## src/rtl/seg_monitor_if.sv

```systemverilog
// Bus bundle for seg_monitor: sampled segment inputs, timer/control strobes and
// the decoded-digit status outputs.
interface seg_monitor_if;
  logic [6:0] seg;
  logic       timeout;
  logic       dir;
  logic       clr;
  logic [3:0] digit;
  logic       digit_strobe;
  logic       bad_pattern;
  logic       seq_err;
  logic [7:0] tick_count;

  modport master (
    output seg, timeout, dir, clr,
    input  digit, digit_strobe, bad_pattern, seq_err, tick_count
  );

  modport slave (
    input  seg, timeout, dir, clr,
    output digit, digit_strobe, bad_pattern, seq_err, tick_count
  );
endinterface

```

## src/rtl/seg_monitor.sv

```systemverilog
// Debounces a sampled 7-segment bus, decodes stable patterns to digits and checks
// that accepted digits follow a mod-8 up/down count; also counts timer pulses.
module seg_monitor #(
  parameter int unsigned STABLE_CYCLES = 4
) (
  input  logic          clk,
  input  logic          rst_n,
  seg_monitor_if.slave  bus
);

  localparam logic [7:0] StableCnt = 8'(STABLE_CYCLES);

  typedef enum logic {StWaitFirst, StTrack} state_e;

  state_e     r_state;
  logic [6:0] r_seg_prev;
  logic [7:0] r_run;
  logic [3:0] r_digit;
  logic       r_strobe;
  logic       r_bad;
  logic       r_seq_err;
  logic [7:0] r_tick;

  logic [7:0] w_run_next;
  logic       w_accept;
  logic       w_valid;
  logic [3:0] w_dec;
  logic [3:0] w_expected;

  always_comb begin
    w_valid = 1'b1;
    w_dec   = 4'd0;
    unique case (bus.seg)
      7'b1111110: w_dec = 4'd0;
      7'b0110000: w_dec = 4'd1;
      7'b1101101: w_dec = 4'd2;
      7'b1111001: w_dec = 4'd3;
      7'b0110011: w_dec = 4'd4;
      7'b1011011: w_dec = 4'd5;
      7'b1011111: w_dec = 4'd6;
      7'b1110000: w_dec = 4'd7;
      7'b1111111: w_dec = 4'd8;
      7'b1111011: w_dec = 4'd9;
      default:    w_valid = 1'b0;
    endcase
  end

  always_comb begin
    // Run length saturates at the threshold so acceptance fires once per run.
    if (bus.seg != r_seg_prev) begin
      w_run_next = 8'd1;
    end else if (r_run == StableCnt) begin
      w_run_next = r_run;
    end else begin
      w_run_next = r_run + 8'd1;
    end
    w_accept   = (w_run_next == StableCnt) && (r_run != StableCnt);
    // Low three bits wrap naturally, giving the mod-8 successor/predecessor.
    w_expected = bus.dir ? {1'b0, r_digit[2:0] + 3'd1} : {1'b0, r_digit[2:0] - 3'd1};
  end

  always_ff @(posedge clk) begin
    if (!rst_n) begin
      r_state    <= StWaitFirst;
      r_seg_prev <= 7'd0;
      r_run      <= 8'd0;
      r_digit    <= 4'd0;
      r_strobe   <= 1'b0;
      r_bad      <= 1'b0;
      r_seq_err  <= 1'b0;
      r_tick     <= 8'd0;
    end else begin
      r_seg_prev <= bus.seg;
      r_strobe   <= 1'b0;
      if (bus.clr) begin
        r_state   <= StWaitFirst;
        r_run     <= 8'd0;
        r_bad     <= 1'b0;
        r_seq_err <= 1'b0;
        r_tick    <= 8'd0;
      end else begin
        r_run <= w_run_next;
        if (bus.timeout && (r_tick != 8'hFF)) begin
          r_tick <= r_tick + 8'd1;
        end
        if (w_accept) begin
          if (!w_valid) begin
            r_bad <= 1'b1;
          end else if (w_dec != r_digit) begin
            r_digit  <= w_dec;
            r_strobe <= 1'b1;
            if (r_state == StTrack) begin
              if ((w_dec > 4'd7) || (w_dec != w_expected)) begin
                r_seq_err <= 1'b1;
              end
            end else begin
              r_state <= StTrack;
            end
          end
        end
      end
    end
  end

  assign bus.digit        = r_digit;
  assign bus.digit_strobe = r_strobe;
  assign bus.bad_pattern  = r_bad;
  assign bus.seq_err      = r_seq_err;
  assign bus.tick_count   = r_tick;

endmodule

```

## src/flat_wrapper.sv

```systemverilog
// flat-port wrapper written by rule: the top's interface ports become plain ports
module seg_monitor_flat 
#(
  parameter int unsigned STABLE_CYCLES = 4
)
  (clk, rst_n, bus_seg, bus_timeout, bus_dir, bus_clr, bus_digit, bus_digit_strobe, bus_bad_pattern, bus_seq_err, bus_tick_count);
  seg_monitor_if bus_i ();
  input  logic clk;
  input  logic rst_n;
  input wire logic [$bits(bus_i.seg)-1:0] bus_seg;
  input wire logic [$bits(bus_i.timeout)-1:0] bus_timeout;
  input wire logic [$bits(bus_i.dir)-1:0] bus_dir;
  input wire logic [$bits(bus_i.clr)-1:0] bus_clr;
  output wire logic [$bits(bus_i.digit)-1:0] bus_digit;
  output wire logic [$bits(bus_i.digit_strobe)-1:0] bus_digit_strobe;
  output wire logic [$bits(bus_i.bad_pattern)-1:0] bus_bad_pattern;
  output wire logic [$bits(bus_i.seq_err)-1:0] bus_seq_err;
  output wire logic [$bits(bus_i.tick_count)-1:0] bus_tick_count;
  assign bus_i.seg = bus_seg;
  assign bus_i.timeout = bus_timeout;
  assign bus_i.dir = bus_dir;
  assign bus_i.clr = bus_clr;
  assign bus_digit = bus_i.digit;
  assign bus_digit_strobe = bus_i.digit_strobe;
  assign bus_bad_pattern = bus_i.bad_pattern;
  assign bus_seq_err = bus_i.seq_err;
  assign bus_tick_count = bus_i.tick_count;
  seg_monitor #(.STABLE_CYCLES(STABLE_CYCLES)) u_core (.clk(clk), .rst_n(rst_n), .bus(bus_i));
endmodule
```

## config.mk

```make
export PLATFORM = sky130hd
export DESIGN_NAME = seg_monitor_flat
export DESIGN_NICKNAME = d
export VERILOG_FILES = /design/src/rtl/seg_monitor_if.sv /design/src/rtl/seg_monitor.sv /design/src/flat_wrapper.sv
export SDC_FILE = /design/constraint.sdc
export NUM_CORES = 1
export LEC_CHECK = 0
export BUFFER_PORTS_ARGS = -buffer_cell sky130_fd_sc_hd__clkbuf_2
export CELL_PAD_IN_SITES_DETAIL_PLACEMENT = 0
export CELL_PAD_IN_SITES_GLOBAL_PLACEMENT = 1
export CORE_UTILIZATION = 44
export CTS_BUF_LIST = sky130_fd_sc_hd__clkbuf_4 sky130_fd_sc_hd__clkbuf_8
export DETAILED_ROUTE_END_ITERATION = 8
export PLACE_DENSITY = 0.9
export RECOVER_POWER = 50
export SLEW_MARGIN = 25
export SYNTH_ARGS = -nofsm -noshare
export SYNTH_HDL_FRONTEND = slang
export SYNTH_SLANG_ARGS = --single-unit
```

## constraint.sdc

```tcl
create_clock -name clk -period 2.4 [get_ports clk]
set_clock_uncertainty 0.15 [all_clocks]
set_input_delay 0.24 -clock clk [delete_from_list [all_inputs] [get_ports clk]]
set_output_delay 0.24 -clock clk [all_outputs]
set_load 0.05 [all_outputs]
```

### Word-level counts from Yosys, hierarchy flattened

Cells that the tools add are included.
W data, S select, Z words.

* register bits: 31
* latch bits: 0
* bits in writable memories: 0
* ROM bits: 0
* bits of input ports: 12
* word-level logic and storage cells: 50
* memories: 0

* add/sub/neg operators: 4
* multipliers: 0
* div/mod/pow operators: 0
* $lt $le $gt $ge: 1
* equal/unequal tests: 17
* shifts and indexed selects: 0
* mux-type cells: 6
* bitwise gates (word level): 4
* reduce and logical (&&, ||, !) cells: 10

Operators with widths (count)
* $eq A7 B7 Y1 const B: 8
* $pmux W4 S9: 1
* $add A8 B1 Y8 const B: 2
* $eq A8 B3 Y1 const B: 2
* $mux W8: 2
* $eq A7 B6 Y1 const B: 2
* $reduce_or A10 Y1: 1
* $ne A4 B4 Y1: 2
* $ne A8 B3 Y1 const B: 1
* $ne A8 B8 Y1 const B: 1
* $ne A7 B7 Y1: 1
* $reduce_and A5 Y1: 1
* $gt A4 B3 Y1 const B: 1
* $not A1 Y1: 4
* $reduce_and A4 Y1: 1
* $reduce_or A4 Y1: 1
* $add A3 B1 Y3 const B: 1
* $mux W3: 1
* $reduce_and A3 Y1: 1
* $sub A3 B1 Y3 const B: 1
* $logic_and A1 B1 Y1: 2
* $mux W1: 2
* $reduce_and A2 Y1: 1
* $reduce_or A2 Y1: 1
* $logic_or A1 B1 Y1: 1

### Logic depth before layout (Yosys ltp)

Gate-level depths: netlist (run 1).

* word-level depth: 7
* gate-level depth with buffers: 7

### Worst setup path after synthesis (run 1)

Ideal clock, no wire load.

* path kind: reg2reg
* start point: register u_core.r_digit[0] (netlist: u_core.bus.digit[0])
* end point: register u_core.r_seq_err (netlist: u_core.bus.seq_err)
* arrival time: 2.042 ns
* required time: 2.115 ns
* slack: 0.073 ns
* stages on the path, launching flop included: 8
* path buffers: 0
* path through: dfxtp_1 -> inv_1 -> fa_1 -> xnor2_1 -> xnor2_1 -> xnor2_1 -> o41ai_1 -> o22ai_1

* longest elaborated chain between the ends: 5
* elaborated cells between the ends (all ways): 7

Ends and longest elaborated chain
* start, declared: RTL line seg_monitor.sv:18 `logic [3:0] r_digit;`
* start signal, assigned: RTL line seg_monitor.sv:90 `r_digit <= w_dec;`
* $sub A3 B1 Y3 / $add A3 B1 Y3 (equally long branches): RTL line seg_monitor.sv:59 `w_expected = bus.dir ? {1'b0, r_digit[2:0] + 3'd1} : {1'b0, r_digit[2:0] - 3'd1};`
* $mux W3: RTL line seg_monitor.sv:59
* $ne A4 B4 Y1: RTL line seg_monitor.sv:93 `if ((w_dec > 4'd7) || (w_dec != w_expected)) begin`
* $logic_or A1 B1 Y1: RTL line seg_monitor.sv:93
* $reduce_and A5 Y1 (no line) (*)
* end signal, assigned: RTL line seg_monitor.sv:70 `r_seq_err <= 1'b0;`
* end signal, assigned: RTL line seg_monitor.sv:79 `r_seq_err <= 1'b0;`
* end signal, assigned: RTL line seg_monitor.sv:94 `r_seq_err <= 1'b1;`
* end, declared: RTL line seg_monitor.sv:21 `logic r_seq_err;`

Every way passes the cells marked *; elsewhere a longest branch is shown, timed or not.
A chain may end at the register's enable or synchronous reset.

### Worst setup path after layout (run 1)

* start point: register u_core.r_run[0]
* end point: register u_core.r_digit[0] (netlist: u_core.bus.digit[0])

* longest elaborated chain between the ends: 6
* elaborated cells between the ends (all ways): 8

Ends and longest elaborated chain
* start, declared: RTL line seg_monitor.sv:17 `logic [7:0] r_run;`
* start signal, assigned: RTL line seg_monitor.sv:82 `r_run <= w_run_next;`
* $add A8 B1 Y8 / $eq A8 B3 Y1 (equally long branches): RTL line seg_monitor.sv:55, seg_monitor.sv:52
* $mux W8: RTL line seg_monitor.sv:52 `end else if (r_run == StableCnt) begin`
* $mux W8: RTL line seg_monitor.sv:50 `if (bus.seg != r_seg_prev) begin`
* $eq A8 B3 Y1: RTL line seg_monitor.sv:57 `w_accept = (w_run_next == StableCnt) && (r_run != StableCnt);`
* $logic_and A1 B1 Y1 (*): RTL line seg_monitor.sv:57
* $reduce_and A4 Y1 (no line) (*)

Marks and branches as above.

==> results of run 1 <==
cell usage after synthesis (3+ instances only):
| master | number | share of area |
|---|---|---|
| dfxtp_1 | 31 | 0.35 |
| and2_1 | 9 | 0.032 |
| xor2_1 | 6 | 0.030 |
| xnor2_1 | 23 | 0.11 |
| inv_1 | 9 | 0.019 |
| o21ai_0 | 4 | 0.011 |
| a211oi_1 | 4 | 0.017 |
| a21oi_1 | 4 | 0.011 |
| nand2_1 | 12 | 0.026 |
| buf_2 | 3 | 0.0085 |
| nor3_1 | 3 | 0.0085 |
| nor4_1 | 3 | 0.011 |
| and3_1 | 4 | 0.014 |
| nand3_1 | 9 | 0.026 |
| nor2_1 | 25 | 0.053 |
| nand4_1 | 6 | 0.021 |
| a31oi_1 | 3 | 0.011 |
| ha_1 | 3 | 0.021 |
metal layers:
layer	GRT usage	up-vias
li1	-	759
met1	0.229	670
met2	0.277	28
met3	0.0521	2
met4	0.0408	0
met5	0	-
area by class of cell:
| type | instances | area share |
|---|---|---|
| clock buffers | 6 | 0.0411 |
| flip-flops and latches | 31 | 0.309 |
| well taps | 48 | 0.0299 |
| inverters | 9 | 0.0168 |
| multi-input cells | 153 | 0.527 |
| clock inverters | 2 | 0.0174 |
| repair buffers | 27 | 0.0585 |
layout by cell type (no fill, tap or decap), drive strengths merged, types with 7 or more instances in the layout:
cell type,Yosys,layout
and2,9,9
nand4,7,7
dfxtp,31,31
o21ai,7,7
inv,9,9
nand3,10,10
xnor2,23,23
nand2,12,12
nor2,25,25
clkbuf,2,32
how the worst min path moves through the flow:
stage	endpoint
floorplan	u_core.r_seg_prev[0]
global placement	u_core.r_state
detailed placement	u_core.r_state
CTS	u_core.r_seg_prev[1]
global route	u_core.r_seg_prev[1]
finish	u_core.r_seg_prev[1]
critical path: stages (launching register included):
cell      delay (ns)
dfxtp_1         0.40
ha_1            0.31
xnor2_1         0.13
a311oi_1        0.23
and4b_1         0.25
nand4_1         0.26
a211oi_1        0.31
flip-flops by register name (all words and copies together), names as in the netlist:
register / cells
u_core.bus.seq_err: 1
u_core.bus.tick_count: 8
u_core.r_run: 8
u_core.bus.digit_strobe: 1
u_core.bus.bad_pattern: 1
u_core.r_state: 1
u_core.r_seg_prev: 7
u_core.bus.digit: 4
kinds of logic (layout without fill, tap and decap cells):
| group | Yosys count | after routing | synth area share |
|---|---|---|---|
| and+or+nand+nor | 89 | 89 | 0.290 |
| DFF | 31 | 31 | 0.352 |
| AOI/OAI and AO/OA | 30 | 30 | 0.128 |
| xor gates and xnor gates | 29 | 29 | 0.144 |
| buffers and inverters | 17 | 44 | 0.0468 |
| adders and majority gates | 4 | 4 | 0.0326 |
| muxes | 1 | 1 | 0.00568 |
stage by stage:
| step | instance area, sq um | utilization | instances | setup WS (ns) |
|---|---|---|---|---|
| after floorplan | 1760 | - | 201 | 0.0725 |
| after global placement | 1910 | 0.511 | 268 | 0.319 |
| after detailed placement | 1910 | 0.511 | 268 | 0.291 |
| after CTS | 2030 | 0.542 | 276 | 0.274 |
| after global routing | 2010 | 0.537 | 276 | 0.134 |
| final | 2010 | 0.537 | 276 | 0.275 |
power by group through the flow:
stage	sequential [uW]	clock, uW	combinational, uW
final	528	524	90.0
after global routing	528	565	99.7
after CTS	528	537	91.3
after detailed placement	540	0	91.0
after global placement	539	0	89.7
after floorplan	543	0	66.7
==> flow_summary.rst, run 1 <==
.. list-table::
   :header-rows: 1

   * - Metric
     - Value
   * - Total of endpoints with negative setup slack in the final report
     - 0
   * - Sequential Area
     - 621 sq um
   * - Maximum number of pins on one net before global-route repair
     - 17
   * - Number of synthesized register bits
     - 31
   * - Critical setup path kind
     - flip-flop to flip-flop
   * - Startpoint of the lowest-slack register-to-register path
     - u_core.r_run[0]
   * - Leading register cell type out of synthesis
     - dfxtp_1
   * - # fillers
     - 376
   * - Starting density of the core
     - 0.471
   * - Achievable Freq
     - 471 MHz
   * - H-Tree Level Count
     - 2
   * - Start point of the worst hold path
     - bus_seg[1]
   * - Setup repair after global routing missed its margin
     - false
   * - Share of power burned in the clock network
     - 0.459
   * - Clk pin slew, worst setup/hold paths
     - 0.07 ns
   * - Gr ovfl total
     - 0
   * - Max-Slew Margin vs Limit
     - 0.601
   * - Site row count
     - 22
   * - Post-Route Setup TNS
     - 0 ns
   * - Root cell of the clock tree
     - clkbuf_8
   * - Wire length of the first global-routing pass
     - 5760 um
   * - PwrDens
     - 568 nW/um^2
   * - ANT cells
     - 0
   * - Post-layout min period
     - 2.12 ns
   * - Die X
     - 65.3 um
   * - WL final
     - 3370 um
   * - Worst setup EP type
     - flip-flop
   * - Global Route Usage Sum
     - 0.174
   * - DP Wirelength
     - 2530 um
   * - Kind of start point of the critical path
     - flip-flop
   * - Number of synthesized flops with an enable pin
     - 0
   * - Fraction of power spent switching nets
     - 0.216
   * - Crit path max fanout
     - 6
   * - CTS hold repair buffers
     - 0
   * - Clock tree from TritonCTS
     - done
   * - Sequential share of power
     - 0.462
   * - Distinct cell type count of the synthesized netlist
     - 52
   * - Final RePlAce weighted congestion
     - 0.847
   * - Top-Level Pins
     - 27
   * - Reg2Reg Depth
     - 6
   * - Hold Path Depth
     - 3
   * - Cell-internal power
     - 896 uW
   * - Worst-skew pair later-pin latency
     - 0.28 ns
   * - Hold Vio Cnt, Final
     - 0
   * - Std-Cell Core Area
     - 3740 sq um
   * - Ratio of final minimum period to clock period
     - 0.885
   * - Detail-routed via count per cell
     - 5.29
   * - Highest layer used for signal routing
     - met4
   * - Gate power share
     - 0.079
   * - Synthesized netlist net count
     - 217
   * - Number of iterations in the first detailed-routing pass
     - 4
   * - Average size of a mapped cell
     - 8.77 sq um
   * - Die ar.
     - 4260 sq um
   * - Post-synthesis sequential area ratio
     - 0.352
   * - Clock sink count
     - 31
   * - Final Slew Violations
     - 0
   * - Antenna violations before repair
     - 0
   * - Die height
     - 65.3 um
   * - Outcome
     - finished, final reports clean
   * - Termination of the worst setup path
     - u_core.bus.digit[0]
   * - Slack of the worst reg-to-reg path
     - 0.28 ns
   * - Area of combinational cells with multiple inputs
     - 1060 sq um
   * - Async set or reset register ratio after synthesis
     - 0
   * - Post-CTS setup-driven buffer insertion count
     - 0
   * - # port buffers
     - 26
   * - Data required, critical path
     - 2.45 ns
   * - Transition time of the tightest slew-check pin
     - 0.599 ns
   * - Hold crit path type
     - primary input to flip-flop
   * - Total net switching power
     - 246 uW
   * - Routed wire length on met3
     - 119 um
   * - Number of buffers created by CTS
     - 5
   * - Routed wire length per instance
     - 12.2 um
   * - Met1 WL
     - 1630 um
   * - Post-layout total power
     - 1140 uW
   * - Via count of the first global-routing pass
     - 1303
   * - Number of vias in the routed layout
     - 1459
   * - Worst hold slack after final layout
     - 0.120 ns
   * - Endpoint arrival time on the critical path
     - 2.17 ns
   * - Clock buffer depth
     - 2
   * - Max IR drop VDD
     - 306 uV
   * - Length of routed met2 wiring
     - 1610 um
   * - Residual antenna-violating net count after detailed routing
     - 0
   * - Total of cells resized after clock tree synthesis
     - 0
   * - Number of DRC markers after the initial detailed-route iteration
     - 39
   * - Critical Path Start
     - u_core.r_run[0]
   * - Max-capacitance violation count
     - 0
   * - Area Overhead vs Synth
     - 14.0%
   * - DRC
     - 0
   * - Proportion of layout cells with a drive suffix above 1
     - 0.136
   * - Endpoint of the worst-slack reg-to-reg timing path
     - u_core.bus.digit[0]
   * - Warnings from Yosys
     - 0
   * - Area of the mapped netlist
     - 1760 sq um
   * - Total leakage power
     - 0.000701 uW
   * - Synth Instances
     - 201
   * - Layout net count
     - 243
Power figures use the tool's default switching activity.
==> run 2: changes to the inputs <==
--- a/config.mk
+++ b/config.mk
@@ -8,11 +8,13 @@
 export BUFFER_PORTS_ARGS = -buffer_cell sky130_fd_sc_hd__clkbuf_2
 export CELL_PAD_IN_SITES_DETAIL_PLACEMENT = 0
 export CELL_PAD_IN_SITES_GLOBAL_PLACEMENT = 1
+export CORE_MARGIN = 1.5
 export CORE_UTILIZATION = 44
 export CTS_BUF_LIST = sky130_fd_sc_hd__clkbuf_4 sky130_fd_sc_hd__clkbuf_8
 export DETAILED_ROUTE_END_ITERATION = 8
 export PLACE_DENSITY = 0.9
 export RECOVER_POWER = 50
+export SETUP_SLACK_MARGIN = 0.5
 export SLEW_MARGIN = 25
 export SYNTH_ARGS = -nofsm -noshare
 export SYNTH_HDL_FRONTEND = slang
==> flow_summary.rst, run 2 (synthesis results as in run 1) <==
.. list-table::
   :header-rows: 1

   * - Metric
     - Value
   * - Outcome
     - finished, final reports clean
   * - Top-Level Pins
     - 27
   * - Worst-skew pair later-pin latency
     - 0.28 ns
   * - Setup repair after global routing missed its margin
     - true
   * - Start point of the worst hold path
     - bus_seg[1]
   * - Highest layer used for signal routing
     - met4
   * - Number of DRC markers after the initial detailed-route iteration
     - 84
   * - Root cell of the clock tree
     - clkbuf_8
   * - Max-capacitance violation count
     - 0
   * - ANT cells
     - 0
   * - Share of power burned in the clock network
     - 0.403
   * - Residual antenna-violating net count after detailed routing
     - 0
   * - Layout net count
     - 243
   * - Met1 WL
     - 1670 um
   * - Startpoint of the lowest-slack register-to-register path
     - u_core.r_run[0]
   * - Area of combinational cells with multiple inputs
     - 1140 sq um
   * - Sequential Area
     - 648 sq um
   * - Proportion of layout cells with a drive suffix above 1
     - 0.254
   * - Worst setup EP type
     - flip-flop
   * - Endpoint arrival time on the critical path
     - 1.95 ns
   * - Final Slew Violations
     - 0
   * - CTS hold repair buffers
     - 0
   * - Clock sink count
     - 31
   * - Most frequent standard cell in the layout excluding fill and tap cells
     - nor2_1
   * - Slowest-stage cell, CP
     - dfxtp_4
   * - Std-Cell Core Area
     - 3740 sq um
   * - Gr ovfl total
     - 0
   * - Critical setup path kind
     - flip-flop to flip-flop
   * - Routed wire length per instance
     - 12.9 um
   * - Maximum number of pins on one net before global-route repair
     - 17
   * - Max-Slew Margin vs Limit
     - 0.589
   * - Gate power share
     - 0.089
   * - Post-Route Setup TNS
     - 0 ns
   * - Transition time of the tightest slew-check pin
     - 0.619 ns
   * - Post-layout min period
     - 1.90 ns
   * - H-Tree Level Count
     - 2
   * - Cell-internal power
     - 783 uW
   * - WL final
     - 3550 um
   * - # port buffers
     - 26
   * - Starting density of the core
     - 0.471
   * - # fillers
     - 369
   * - Kind of start point of the critical path
     - flip-flop
   * - Via count of the first global-routing pass
     - 1380
   * - Post-layout total power
     - 1030 uW
   * - Detail-routed via count per cell
     - 5.28
   * - Critical Path Start
     - u_core.r_run[0]
   * - Die ar.
     - 4400 sq um
   * - Data required, critical path
     - 2.44 ns
   * - Length of routed met2 wiring
     - 1650 um
   * - Antenna violations before repair
     - 0
   * - Number of iterations in the first detailed-routing pass
     - 4
   * - Die height
     - 66.3 um
   * - Die X
     - 66.3 um
   * - Number of buffers created by CTS
     - 5
   * - PwrDens
     - 492 nW/um^2
   * - Clk pin slew, worst setup/hold paths
     - 0.06 ns
   * - Achievable Freq
     - 525 MHz
   * - Clock buffer depth
     - 2
   * - Clock tree from TritonCTS
     - done
   * - Final RePlAce weighted congestion
     - 0.811
   * - Max IR drop VDD
     - 237 uV
   * - Commonest cells after routing, fill and taps aside
     - nor2_1 (24), xnor2_1 (22), dfxtp_1 (17), clkbuf_1 (16), nand2_1 (12)
   * - Hold Vio Cnt, Final
     - 0
   * - DRC
     - 0
   * - Routed wire length on met3
     - 179 um
   * - Wire length of the first global-routing pass
     - 6180 um
   * - Total net switching power
     - 251 uW
   * - Total leakage power
     - 0.000711 uW
   * - Crit path max fanout
     - 6
   * - CP bufs+invs
     - 2
   * - Total of endpoints with negative setup slack in the final report
     - 0
   * - Ratio of final minimum period to clock period
     - 0.793
   * - Area Overhead vs Synth
     - 19.2%
   * - Family of cells with the greatest summed delay on the critical path
     - compound AO/OA/AOI/OAI gates
   * - Ordered list of cells on the worst path
     - inv_4, ha_4, a311oi_2, and4b_1, nand4_1, buf_6, a211oi_1
   * - Sequential share of power
     - 0.508
   * - Max stage delay on crit path
     - 0.39 ns
   * - Fraction of power spent switching nets
     - 0.243
   * - Site row count
     - 22
   * - DP Wirelength
     - 2480 um
   * - Global Route Usage Sum
     - 0.184
   * - Hold crit path type
     - primary input to flip-flop
   * - Number of vias in the routed layout
     - 1457
run 2: changes by cell type in the layout (fill, tap and decap cells not counted), moves of 3 or more:
cell / delta
and2_1: -3
dfxtp_2: +10
dfxtp_4: +4
dfxtp_1: -14
run 2: final timing paths:
kind                          end  slack [ns]  depth (start not counted)
min          u_core.r_seg_prev[1]        0.12                          3
max           u_core.bus.digit[0]        0.50                          7
max reg2reg   u_core.bus.digit[0]        0.50                          7
min reg2reg        u_core.r_state        0.31                          2
run 2: final cells by class:
| type | instances | share of cell area |
|---|---|---|
| repair buffers | 27 | 0.0578 |
| clock inverters | 1 | 0.00238 |
| multi-input cells | 153 | 0.544 |
| well taps | 48 | 0.0286 |
| flip-flops and latches | 31 | 0.309 |
| clock buffers | 7 | 0.0399 |
| inverters | 9 | 0.0185 |
run 2: metrics by stage:
step | hold slack (ns) | cell area, sq um | cells | utilization | worst slack [ns]
final | 0.123 | 2100 | 276 | 0.561 | 0.497
after global routing | 0.160 | 2100 | 276 | 0.561 | 0.308
after CTS | 0.114 | 2070 | 276 | 0.553 | 0.484
after detailed placement | 0.298 | 1920 | 267 | 0.514 | 0.282
after global placement | 0.291 | 1920 | 267 | 0.514 | 0.365
after floorplan | 0.217 | 1780 | 201 | - | 0.483
run 2: power by group through the flow:
stage,clock [uW],sequential (uW),combinational [uW]
global route,460,526,103
finish,417,525,92.0
detailed placement,0,537,89.1
global placement,0,537,88.3
CTS,431,526,91.4
floorplan,0,541,66.8
run 2: metal layers:
layer,vias to the layer above,track usage
met3,6,0.0613
li1,754,-
met5,-,0
met4,0,0.0612
met1,661,0.236
met2,36,0.288
run 2: repair_timing:
item / in CTS / in global routing
gates resized for setup: 11 / 12
cloned: 0 / 0
pin swaps: 3 / 2
setup buffers: 1 / 0
endpoints found under the setup margin: 7 / 8
run 2: worst register-to-register path, delay by kind of cell, from the launching register on:
| kind | cells | cell delay (ns) |
|---|---|---|
| AOI/OAI and AO/OA | 2 | 0.42 |
| adders and majority gates | 1 | 0.24 |
| buffers and inverters | 2 | 0.23 |
| DFF | 1 | 0.39 |
| and+or+nand+nor | 2 | 0.38 |
==> run 3: changes to the inputs <==
--- a/config.mk
+++ b/config.mk
@@ -5,14 +5,15 @@
 export SDC_FILE = /design/constraint.sdc
 export NUM_CORES = 1
 export LEC_CHECK = 0
+export ABC_AREA = 1
 export BUFFER_PORTS_ARGS = -buffer_cell sky130_fd_sc_hd__clkbuf_2
 export CELL_PAD_IN_SITES_DETAIL_PLACEMENT = 0
 export CELL_PAD_IN_SITES_GLOBAL_PLACEMENT = 1
 export CORE_MARGIN = 1.5
-export CORE_UTILIZATION = 44
+export CORE_UTILIZATION = 41
 export CTS_BUF_LIST = sky130_fd_sc_hd__clkbuf_4 sky130_fd_sc_hd__clkbuf_8
 export DETAILED_ROUTE_END_ITERATION = 8
-export PLACE_DENSITY = 0.9
+export PLACE_DENSITY = 0.91
 export RECOVER_POWER = 50
 export SETUP_SLACK_MARGIN = 0.5
 export SLEW_MARGIN = 25
==> constraint.sdc (replaced) <==
create_clock -name clk -period 1.8 [get_ports clk]
set_clock_uncertainty 0.15 [all_clocks]
set_input_delay 0.18 -clock clk [delete_from_list [all_inputs] [get_ports clk]]
set_output_delay 0.18 -clock clk [all_outputs]
set_load 0.05 [all_outputs]
==> flow_summary.rst, run 3 <==
.. list-table::
   :header-rows: 1

   * - Metric
     - Value
   * - Area Overhead vs Synth
     - 44.2%
   * - Proportion of layout cells with a drive suffix above 1
     - 0.313
   * - Outcome
     - complete, but fails checks
   * - Number of vias in the routed layout
     - 2138
   * - Top-Level Pins
     - 27
   * - Count of non-filler cells in the finished layout
     - 454
   * - Hold Vio Cnt, Final
     - 0
   * - Layer with the highest usage after global routing
     - met2
   * - Number of iterations in the first detailed-routing pass
     - 4
   * - Clk pin slew, worst setup/hold paths
     - 0.07 ns
   * - Synth Instances
     - 330
   * - Worst setup EP type
     - flip-flop
   * - Ordered list of cells on the worst path
     - ha_4, nand3_4, o21ai_2, nand2_1, inv_2, nand3_1, nor2_1, nand3_2, inv_2, nand4_4, buf_4, nor2_2
   * - Library cell with the highest instance count after synthesis
     - nand2_1
   * - Global Route Usage Sum
     - 0.189
   * - Number of buffers created by CTS
     - 5
   * - Via count of the first global-routing pass
     - 1831
   * - Die height
     - 72.2 um
   * - Critical setup path kind
     - flip-flop to flip-flop
   * - Clock tree from TritonCTS
     - done
   * - Number of synthesized register bits
     - 31
   * - Async set or reset register ratio after synthesis
     - 0
   * - DP Wirelength
     - 3520 um
   * - Transition time of the tightest slew-check pin
     - 0.636 ns
   * - Crit path max fanout
     - 4
   * - Die X
     - 72.2 um
   * - Max stage delay on crit path
     - 0.39 ns
   * - CTS hold repair buffers
     - 0
   * - Average size of a mapped cell
     - 5.96 sq um
   * - ANT cells
     - 0
   * - Placed cell count
     - 435
   * - Area of combinational cells with multiple inputs
     - 1330 sq um
   * - Achievable Freq
     - 519 MHz
   * - Family of cells with the greatest summed delay on the critical path
     - simple AND/OR/NAND/NOR gates
   * - Post-layout min period
     - 1.93 ns
   * - Total leakage power
     - 0.00130 uW
   * - Data required, critical path
     - 1.87 ns
   * - GR met1 Demand/Resource
     - 0.252
   * - # fillers
     - 440
   * - Cell area after placement
     - 2440 sq um
   * - Maximum number of pins on one net before global-route repair
     - 11
   * - Residual antenna-violating net count after detailed routing
     - 0
   * - Top cell types by occurrence after synthesis
     - nand2_1 (97), inv_1 (59), nor2_1 (56), nand3_1 (35), dfxtp_1 (31)
   * - Site row count
     - 25
   * - Violations in the final reports
     - setup timing
   * - Kind of start point of the critical path
     - flip-flop
   * - Commonest cells after routing, fill and taps aside
     - nand2_1 (87), inv_1 (52), nor2_1 (48), buf_4 (36), nand3_1 (29)
   * - CP bufs+invs
     - 3
   * - Area of the mapped netlist
     - 1970 sq um
   * - Met3 Resource Use GR
     - 0.0375
   * - Hold crit path type
     - primary input to flip-flop
   * - Detail-routed via count per cell
     - 4.71
   * - Most frequent standard cell in the layout excluding fill and tap cells
     - nand2_1
   * - Dominant cells by area after synthesis
     - dfxtp_1 (32%), nand2_1 (19%), inv_1 (11%), nor2_1 (11%), nand3_1 (8.9%)
   * - Root cell of the clock tree
     - clkbuf_8
   * - DRC
     - 0
   * - Antenna violations before repair
     - 0
   * - Total net switching power
     - 396 uW
   * - PwrDens
     - 520 nW/um^2
   * - Fraction of power spent switching nets
     - 0.269
   * - Area share of the leading cell type in the synthesized netlist
     - 0.316
   * - Max IR drop VDD
     - 462 uV
   * - Leading register cell type out of synthesis
     - dfxtp_1
   * - Gr ovfl total
     - 0
   * - Gate power share
     - 0.138
   * - Setup repair after global routing missed its margin
     - true
   * - Clock buffer depth
     - 2
   * - Clock sink count
     - 31
   * - Max-capacitance violation count
     - 0
   * - Cell-internal power
     - 1080 uW
   * - Post-synthesis sequential area ratio
     - 0.316
   * - Final Slew Violations
     - 0
   * - # port buffers
     - 26
   * - Slowest-stage cell, CP
     - dfxtp_4
   * - Routing usage on met2
     - 0.307
   * - Post-Route Setup TNS
     - -0.509 ns
   * - Routed wire length per instance
     - 11.2 um
   * - Warnings from Yosys
     - 0
   * - Max-Slew Margin vs Limit
     - 0.578
   * - Final Instance Area
     - 2830 sq um
   * - WL final
     - 5070 um
   * - Total of endpoints with negative setup slack in the final report
     - 7
   * - H-Tree Level Count
     - 2
   * - Std-Cell Core Area
     - 4660 sq um
   * - Sequential share of power
     - 0.475
   * - Distinct cell type count of the synthesized netlist
     - 23
   * - Number of synthesized flops with an enable pin
     - 0
   * - Die ar.
     - 5220 sq um
   * - Final WS setup
     - -0.127 ns
   * - CP dominant cell by count
     - inv_2
   * - Synthesized netlist net count
     - 346
   * - Starting density of the core
     - 0.422
   * - Share of power burned in the clock network
     - 0.388
   * - Endpoint arrival time on the critical path
     - 2.00 ns
   * - Number of DRC markers after the initial detailed-route iteration
     - 87
   * - Layout net count
     - 415
   * - Ratio of final minimum period to clock period
     - 1.07
   * - Wire length of the first global-routing pass
     - 7770 um
   * - Final RePlAce weighted congestion
     - 0.813
   * - Sequential Area
     - 651 sq um
   * - Worst-skew pair later-pin latency
     - 0.28 ns
   * - Dominant cell type by area after synthesis
     - dfxtp_1
run 3: changes by cell type after synthesis, sizes merged, moves of 3 or more:
| cell | delta |
|---|---|
| nand4 | -4 |
| a211oi | -4 |
| xnor2 | -20 |
| a21oi | +7 |
| o21ai | +3 |
| inv | +51 |
| xor2 | -3 |
| nand3 | +25 |
| nor2 | +35 |
| and2 | -9 |
| a31oi | -3 |
| and3 | -5 |
| nor4 | -3 |
| nand2 | +85 |
run 3: area by class of cell:
type | count | area share
Clock buffer | 6 | 0.0291
Clock inverter | 2 | 0.00397
Inverter | 60 | 0.0839
Multi-Input combinational cell | 234 | 0.469
Sequential cell | 31 | 0.230
Tap cell | 54 | 0.0238
Timing Repair Buffer | 67 | 0.161
run 3: per-layer routing:
layer | up-vias | share of wire
met1 | 958 | 0.46
met3 | 4 | 0.039
li1 | 1136 | -
met4 | 0 | 0.0083
met5 | - | 0
met2 | 40 | 0.49
run 3: final timing paths:
kind | start | to | cells past startpoint | slack [ns]
min reg2reg | u_core.bus.seq_err | u_core.bus.seq_err | 2 | 0.31
max reg2reg | u_core.r_run[0] | u_core.bus.digit_strobe | 12 | -0.13
min | bus_seg[0] | u_core.r_seg_prev[0] | 3 | 0.01
max | u_core.r_run[0] | u_core.bus.digit_strobe | 12 | -0.13
run 3: cell families (layout without fill, tap and decap cells):
group | count (synthesis) | after routing | synth area share
AOI/OAI and AO/OA | 23 | 23 | 0.0611
xor gates and xnor gates | 6 | 6 | 0.0267
adders and majority gates | 4 | 4 | 0.0293
buffers and inverters | 65 | 135 | 0.137
DFF | 31 | 31 | 0.316
and+or+nand+nor | 201 | 201 | 0.430
run 3: what timing repair did:
action | 4_1_cts | 5_1_grt
cloned | 0 | 0
resized for setup | 28 | 47
endpoints found under the setup margin | 26 | 27
setup buffers | 8 | 3
pin swaps | 18 | 19
run 3: worst min-delay path: stages:
cell and delay (ns):
clkbuf_2 0.13, nand2_1 0.07, inv_1 0.03
run 3: power groups by stage:
stage	Combinational, uW	Sequential, uW	Clock, uW
after floorplan	105	723	0
after global placement	170	716	0
after detailed placement	172	717	0
after CTS	186	700	582
after global routing	224	700	604
final	203	699	571
run 3: through the flow:
stage	util	power, uW	hold slack (ns)	worst slack, ns
after floorplan	-	828	0.123	0.0146
after global placement	0.524	886	0.294	-0.124
after detailed placement	0.524	890	0.293	-0.128
after CTS	0.579	1470	0.00519	-0.109
after global routing	0.608	1530	0.0385	-0.271
final	0.608	1470	0.0101	-0.127
